==> src/rtl/run_ctrl.sv <==
// Run controller: sequences a CPU core through reset, a watchdog-bounded run and a
// four-phase done handshake with the host. All outputs are registered (Moore).
module run_ctrl #(
    parameter int CW      = 16,
    parameter int RST_CYC = 2,
    parameter int TMAX    = 4000
) (
    input  logic          clk,
    input  logic          reset,
    input  logic          req,
    input  logic          core_done,
    output logic          core_reset,
    output logic          core_en,
    output logic          busy,
    output logic          done,
    output logic          timeout,
    output logic [CW-1:0] cycles
);

    typedef enum logic [1:0] {
        IDLE = 2'd0,
        RST  = 2'd1,
        RUN  = 2'd2,
        DONE = 2'd3
    } state_t;

    localparam logic [CW-1:0] TMAX_C = CW'(TMAX);
    localparam logic [7:0]    HOLD_C = 8'(RST_CYC);
    localparam logic [CW-1:0] ONE_C  = {{(CW-1){1'b0}}, 1'b1};

    state_t        state_r;
    state_t        state_nx_s;
    logic [7:0]    hold_r;
    logic [7:0]    hold_nx_s;
    logic [CW-1:0] cycles_r;
    logic [CW-1:0] cycles_nx_s;
    logic [CW-1:0] cycles_inc_s;
    logic          timeout_r;
    logic          timeout_nx_s;
    logic          core_reset_r;
    logic          core_en_r;
    logic          busy_r;
    logic          done_r;

    // Next-state, hold countdown, run counter and watchdog decision.
    always_comb begin
        state_nx_s   = state_r;
        hold_nx_s    = hold_r;
        cycles_nx_s  = cycles_r;
        timeout_nx_s = timeout_r;
        cycles_inc_s = cycles_r + ONE_C;
        case (state_r)
            IDLE: begin
                if (req) begin
                    state_nx_s   = RST;
                    hold_nx_s    = HOLD_C;
                    cycles_nx_s  = {CW{1'b0}};
                    timeout_nx_s = 1'b0;
                end else begin
                    state_nx_s = IDLE;
                end
            end
            // Entry cycle plus RST_CYC counted cycles keep the core in reset.
            RST: begin
                if (hold_r == 8'd0) begin
                    state_nx_s = RUN;
                end else begin
                    hold_nx_s = hold_r - 8'd1;
                end
            end
            RUN: begin
                cycles_nx_s = cycles_inc_s;
                if (core_done) begin
                    state_nx_s   = DONE;
                    timeout_nx_s = 1'b0;
                end else if (cycles_inc_s == TMAX_C) begin
                    state_nx_s   = DONE;
                    timeout_nx_s = 1'b1;
                end else begin
                    state_nx_s = RUN;
                end
            end
            DONE: begin
                if (!req) begin
                    state_nx_s = IDLE;
                end else begin
                    state_nx_s = DONE;
                end
            end
            default: begin
                state_nx_s = IDLE;
            end
        endcase
    end

    // State, counters and output flags; outputs are decoded from the next state so
    // they line up with the state register without any input-to-output path.
    always_ff @(posedge clk or posedge reset) begin
        if (reset) begin
            state_r      <= IDLE;
            hold_r       <= 8'd0;
            cycles_r     <= {CW{1'b0}};
            timeout_r    <= 1'b0;
            core_reset_r <= 1'b1;
            core_en_r    <= 1'b0;
            busy_r       <= 1'b0;
            done_r       <= 1'b0;
        end else begin
            state_r      <= state_nx_s;
            hold_r       <= hold_nx_s;
            cycles_r     <= cycles_nx_s;
            timeout_r    <= timeout_nx_s;
            core_reset_r <= (state_nx_s != RUN);
            core_en_r    <= (state_nx_s == RUN);
            busy_r       <= (state_nx_s == RST) || (state_nx_s == RUN);
            done_r       <= (state_nx_s == DONE);
        end
    end

    assign core_reset = core_reset_r;
    assign core_en    = core_en_r;
    assign busy       = busy_r;
    assign done       = done_r;
    assign timeout    = timeout_r;
    assign cycles     = cycles_r;

endmodule

==> config.mk <==
export PLATFORM = sky130hd
export DESIGN_NAME = run_ctrl
export DESIGN_NICKNAME = d
export VERILOG_FILES = /design/src/rtl/run_ctrl.sv
export SDC_FILE = /design/constraint.sdc
export NUM_CORES = 1
export LEC_CHECK = 0
export CORE_UTILIZATION = 45
export DETAILED_ROUTE_END_ITERATION = 10
export GPL_TIMING_DRIVEN = 0
export PLACE_DENSITY_LB_ADDON = 0.2
export SYNTH_ARGS = -nofsm -noshare
export SYNTH_HDL_FRONTEND = slang
export SYNTH_SLANG_ARGS = --single-unit
==> constraint.sdc <==
create_clock -name clk -period 2.3 [get_ports clk]
set_clock_uncertainty 0.2 [all_clocks]
set_input_delay 0.46 -clock clk [delete_from_list [all_inputs] [get_ports clk]]
set_output_delay 0.46 -clock clk [all_outputs]
set_load 0.005 [all_outputs]
### Word-level counts from Yosys, hierarchy flattened

Cells that the tools add are included.

* add/subtract/negate cells: 2
* $mul: 0
* div/mod/pow operators: 0
* $lt $le $gt $ge: 0
* equal/unequal tests: 11
* shifts and indexed selects: 0
* muxes and demuxes: 15
* bitwise gates (word level): 0
* reduce and logical (&&, ||, !) cells: 8

Operators by type and width (count)
* 16-bit case mux with 2 select lines: 1
* 16-bit by 1-bit adder with 16-bit output, second input constant: 1
* 16-bit by 12-bit equality test with 1-bit output, second input constant: 1
* 16-bit 2-to-1 mux: 1
* 8-bit 2-to-1 mux: 2
* 8-bit case mux with 2 select lines: 1
* 2-bit equality test, second input constant: 4
* 8-bit zero test: 1
* 2-bit case mux with 4 select lines: 1
* 8-bit by 1-bit subtractor with 8-bit output, second input constant: 1
* 1-bit 2-to-1 mux: 6
* 2-bit != test, second input constant: 3
* 3-bit AND reduction: 2
* 2-bit by 1-bit equality test with 1-bit output, second input constant: 2
* 2-bit 2-to-1 mux: 2
* 2-bit nonzero test: 2
* 3-bit != test, second input constant: 1
* 2-bit zero test: 1
* 1-bit case mux with 2 select lines: 1
* 2-bit AND reduction: 1
* 1-bit logical OR: 1

* flip-flop bits (word level): 31
* bits in latches: 0
* RAM bits: 0
* ROM bits: 0
* input bits: 4
* output and inout port bits: 21
* logic and storage cells: 44
* memories: 0

### Longest topological paths before layout

* word-level depth: 7
* gate-level depth with buffers: 9
* depth with buffers taken out: 9

### Least setup slack after synthesis

No wires, ideal clock.

* path type: flip-flop to flip-flop
* start: reg cycles_r[0], in the netlist cycles[0]
* end: reg busy_r, in the netlist busy
* setup time: 113 ps
* arrival time: 2187 ps
* data required time: 1987 ps
* path slack: -200 ps
* stages on the path, launching flop included: 10
* buffers on the path: 0
* period minus slack after synthesis: 2500 ps
* path through: dfrtp_1 -> ha_1 -> nand4_4 -> nor3_2 -> nand2_1 -> a2111o_1 -> nor3_2 -> nor2_1 -> ha_1 -> inv_1

* cells in the longest elaborated chain, start to end: 7
* elaborated cells on any way between the ends: 8
* classes of those cells: add/sub: 1; eq/ne: 3; mux: 3; reduce/logical: 1

Ends and longest elaborated chain
* start, declared: RTL line 35 `logic [CW-1:0] cycles_r;`
* start signal, assigned: RTL line 102 `cycles_r <= {CW{1'b0}};`
* start signal, assigned: RTL line 111 `cycles_r <= cycles_nx_s;`
* 16-bit by 1-bit adder with 16-bit output *: RTL line 51 `cycles_inc_s = cycles_r + ONE_C;`
* 16-bit by 12-bit equality test with 1-bit output *: RTL line 76 `end else if (cycles_inc_s == TMAX_C) begin`
* 1-bit 2-to-1 mux *: RTL line 76
* 1-bit 2-to-1 mux *: RTL line 73 `if (core_done) begin`
* 2-bit case mux with 4 select lines *: RTL line 52 `case (state_r)`
* 2-bit by 1-bit equality test with 1-bit output / 2-bit equality test (equally long branches): RTL line 115 `busy_r <= (state_nx_s == RST) || (state_nx_s == RUN);`
* 1-bit logical OR *: RTL line 115
* end signal, assigned: RTL line 115
* end, declared: RTL line 42 `logic busy_r;`

Every way passes the cells marked *; elsewhere a longest branch is shown, timed or not.
A chain may end at the register's enable or synchronous reset.

### Final worst setup path

* start: reg cycles_r[1], in the netlist cycles[1]
* end: reg busy_r, in the netlist busy

The elaborated chain is that of the path after synthesis.

==> metrics.cfg <==
[clock_network]
htree_levels=2
clock_latency_ps=280
clk_pin_slew_ps=70
hold_buffers=0
cts-root-buf=clkbuf_8
cts.sinks=31
cts_tree=done
clockBufferDepth=2
cts_buffers=5

[floorplan]
placeableCoreArea_um2=3744
initial_core_util_pct=48.06
die_x_um=65.23
die_height_um=65.23
die_area_um2=4255
ios=25
row_count=22

[setup_path]
ff2ff_path_depth=9
crit_path_end_kind=flop
r2r_end=busy$_DFF_PP0_
cp_max_fo=6
worstSetupStartpointType=flop
crit_required_ps=2280
crit_type=flop to flop
r2r_start=cycles[1]$_DFFE_PP0P_
arrival_ps=2360
reg2reg_slack_ps=-80

[drt]
wl_per_cell_um=15.12
drc_errors=0
viasPerCell=5.487
totalWireLength_mm=4.658
drtIter0Drc=110
route.vias.total=1690
drt_pass1_iterations=4
ant_nets=0

[logic_synthesis]
avgSynthCellArea_um2=9.227
synth-seq-area-share_pct=43.18
mappedNetlistNets=204
synth_cell_types=46
syn_inst=195
synth_area_um2=1799
synthArstFlopShare_pct=100.0
synth_edf_count=0
yosys_warnings=0
ys_ff_latch=31
synthFlopType=dfrtp_1

[place]
gp_congestion=0.8671
numPortBuffers=24
dpl.hpwl_mm=2.613
dpl_worst_slack_ps=-210.7

[timing]
hold_viol_final=0
fin_crit_sh_pct=103.5
setup_violations=3
slew_violations=0
layout_setup_ws_ps=-80.36
max_freq_mhz=420.1
worst_pin_slew_ps=596.6
period_needed_ps=2380
rsz0062_at_grt=yes
relSlewSlack_pct=60.08

[global_routing]
first_global_vias=1632
grt_max_degree=32
grt_remaining_overflow=0
grt_pass1_wl_mm=7.445
track_usage_pct=22.94
antenna_found_initial=0

[finish]
layout_common_cells=27 x buf_4, 24 x nor2_1, 24 x clkdlybuf4s50_1
layout-drive-gt1-share_pct=28.46
final_common_cell=buf_4
finalNetCount=268
diodes=0
area_delta_synth_final_pct=43.53

[outcome]
violations=negative setup slack
outcome=complete, but fails checks

[pwr]
power_density_nw_per_um2=777.5
ir_drop_uv=693.9
power_w=0.002008
p_leak_nw=1.169

[worst_hold_path]
hold_class=primary input to asynchronous set/reset pin

[job]
cap_violations=0

[report_power, final]
| group | internal (W) | switching, W | total (W) | leakage [nW] |
|---|---|---|---|---|
| registers | 0.000672 | 0.0000858 | 0.000758 | 0.399 |
| clock network | 0.000211 | 0.000212 | 0.000424 | 0.0412 |
| logic | 0.000373 | 0.000453 | 0.000826 | 0.728 |
| total | 0.00126 | 0.000752 | 0.00201 | 1.17 |
[synth_stat cells (2+ instances only)]
cell type,n,area [um^2]
nand4_1,5,31.28
a21oi_1,5,25.02
o31ai_1,5,37.54
o21ai_0,19,95.09
nor2_1,25,93.84
nor4_1,2,12.51
xnor2_1,4,35.03
nor3_2,3,30.03
dfrtp_1,30,750.7
and4_1,2,17.52
buf_2,2,10.01
ha_1,5,62.56
mux2i_1,2,20.02
clkbuf_1,3,11.26
a31oi_1,5,31.28
xor2_1,6,52.55
nand2_1,20,75.07
and3b_1,2,17.52
buf_6,2,22.52
nand3_1,11,55.05
inv_1,11,41.29
nor3_1,2,10.01
[worst max-delay path by stage]
stage	start	to	slack, ps	cells after the start
global placement	cycles[0]$_DFFE_PP0P_	busy$_DFF_PP0_	-190	9
finish	cycles[1]$_DFFE_PP0P_	busy$_DFF_PP0_	-80	9
CTS	cycles[0]$_DFFE_PP0P_	busy$_DFF_PP0_	-80	9
global route	cycles[1]$_DFFE_PP0P_	busy$_DFF_PP0_	-210	9
floorplan	cycles[2]$_DFFE_PP0P_	busy$_DFF_PP0_	30	9
detailed placement	cycles[0]$_DFFE_PP0P_	busy$_DFF_PP0_	-210	9
[final cells by class]
| type | instances | area (um^2) |
|---|---|---|
| clock buffer | 6 | 72.57 |
| timing repair buffer | 57 | 535.5 |
| sequential | 31 | 785.8 |
| tap | 48 | 60.06 |
| multi-input combinational | 145 | 1013 |
| clock inverter | 2 | 12.51 |
| buffer | 8 | 61.31 |
| inverter | 11 | 41.29 |
| fill | 295 | 1161 |
[logic make-up (layout without fill, tap and decap cells)]
group	after synthesis	after routing	share of synthesized area, %
DFF	31	31	43.19
adders and majority gates	5	5	3.477
xor gates and xnor gates	10	10	4.868
and+or+nand+nor	84	84	26.91
AOI/OAI and AO/OA	44	44	15.30
muxes	2	2	1.113
buffers and inverters	19	84	5.146
[metal layers]
metal | part of all wire (%) | vias to the layer above | wire length [um] | GRT usage [%]
met5 | 0 | - | 0 | 0
met4 | 1.5 | 0 | 70 | 11.41
met3 | 4.4 | 8 | 206 | 4.688
met2 | 51 | 43 | 2353 | 36.21
met1 | 44 | 815 | 2029 | 29.73
li1 | - | 824 | - | -
[per-stage QoR]
step                      utilization, %  hold WS [ps]  instances  setup TNS, ps  area [um^2]
after CTS                          65.27         296.1        298         -152.2         2444
after detailed placement           56.48         281.3        267         -548.7         2115
after global placement             56.48         279.1        267         -436.1         2115
after global routing               68.98         298.4        308          -1246         2582
final                              68.98         264.7        308         -224.2         2582
after floorplan                        -         284.4        195              0         1814
[flip-flops by register name (all words and copies together), names as in the netlist]
signal / flops
core_reset: 1
cycles: 16
core_en: 1
timeout: 1
state_r: 2
hold_r: 8
busy: 1
done: 1
[timing repair]
action	CTS	global route
pin swaps	11	10
buffers inserted	22	10
setup endpoints to repair	5	12
resized for setup	22	8
cloned	1	0
[critical path: stages, from the launching register on]
cell and delay (ps):
dfrtp_2 460, ha_4 200, nand4_4 130, nor3_4 230, nand2_1 80, a2111o_1 400, nor3_4 180, nor2_2 70
ha_1 270, inv_1 40
No activity file was read; power rests on OpenSTA's default activity.
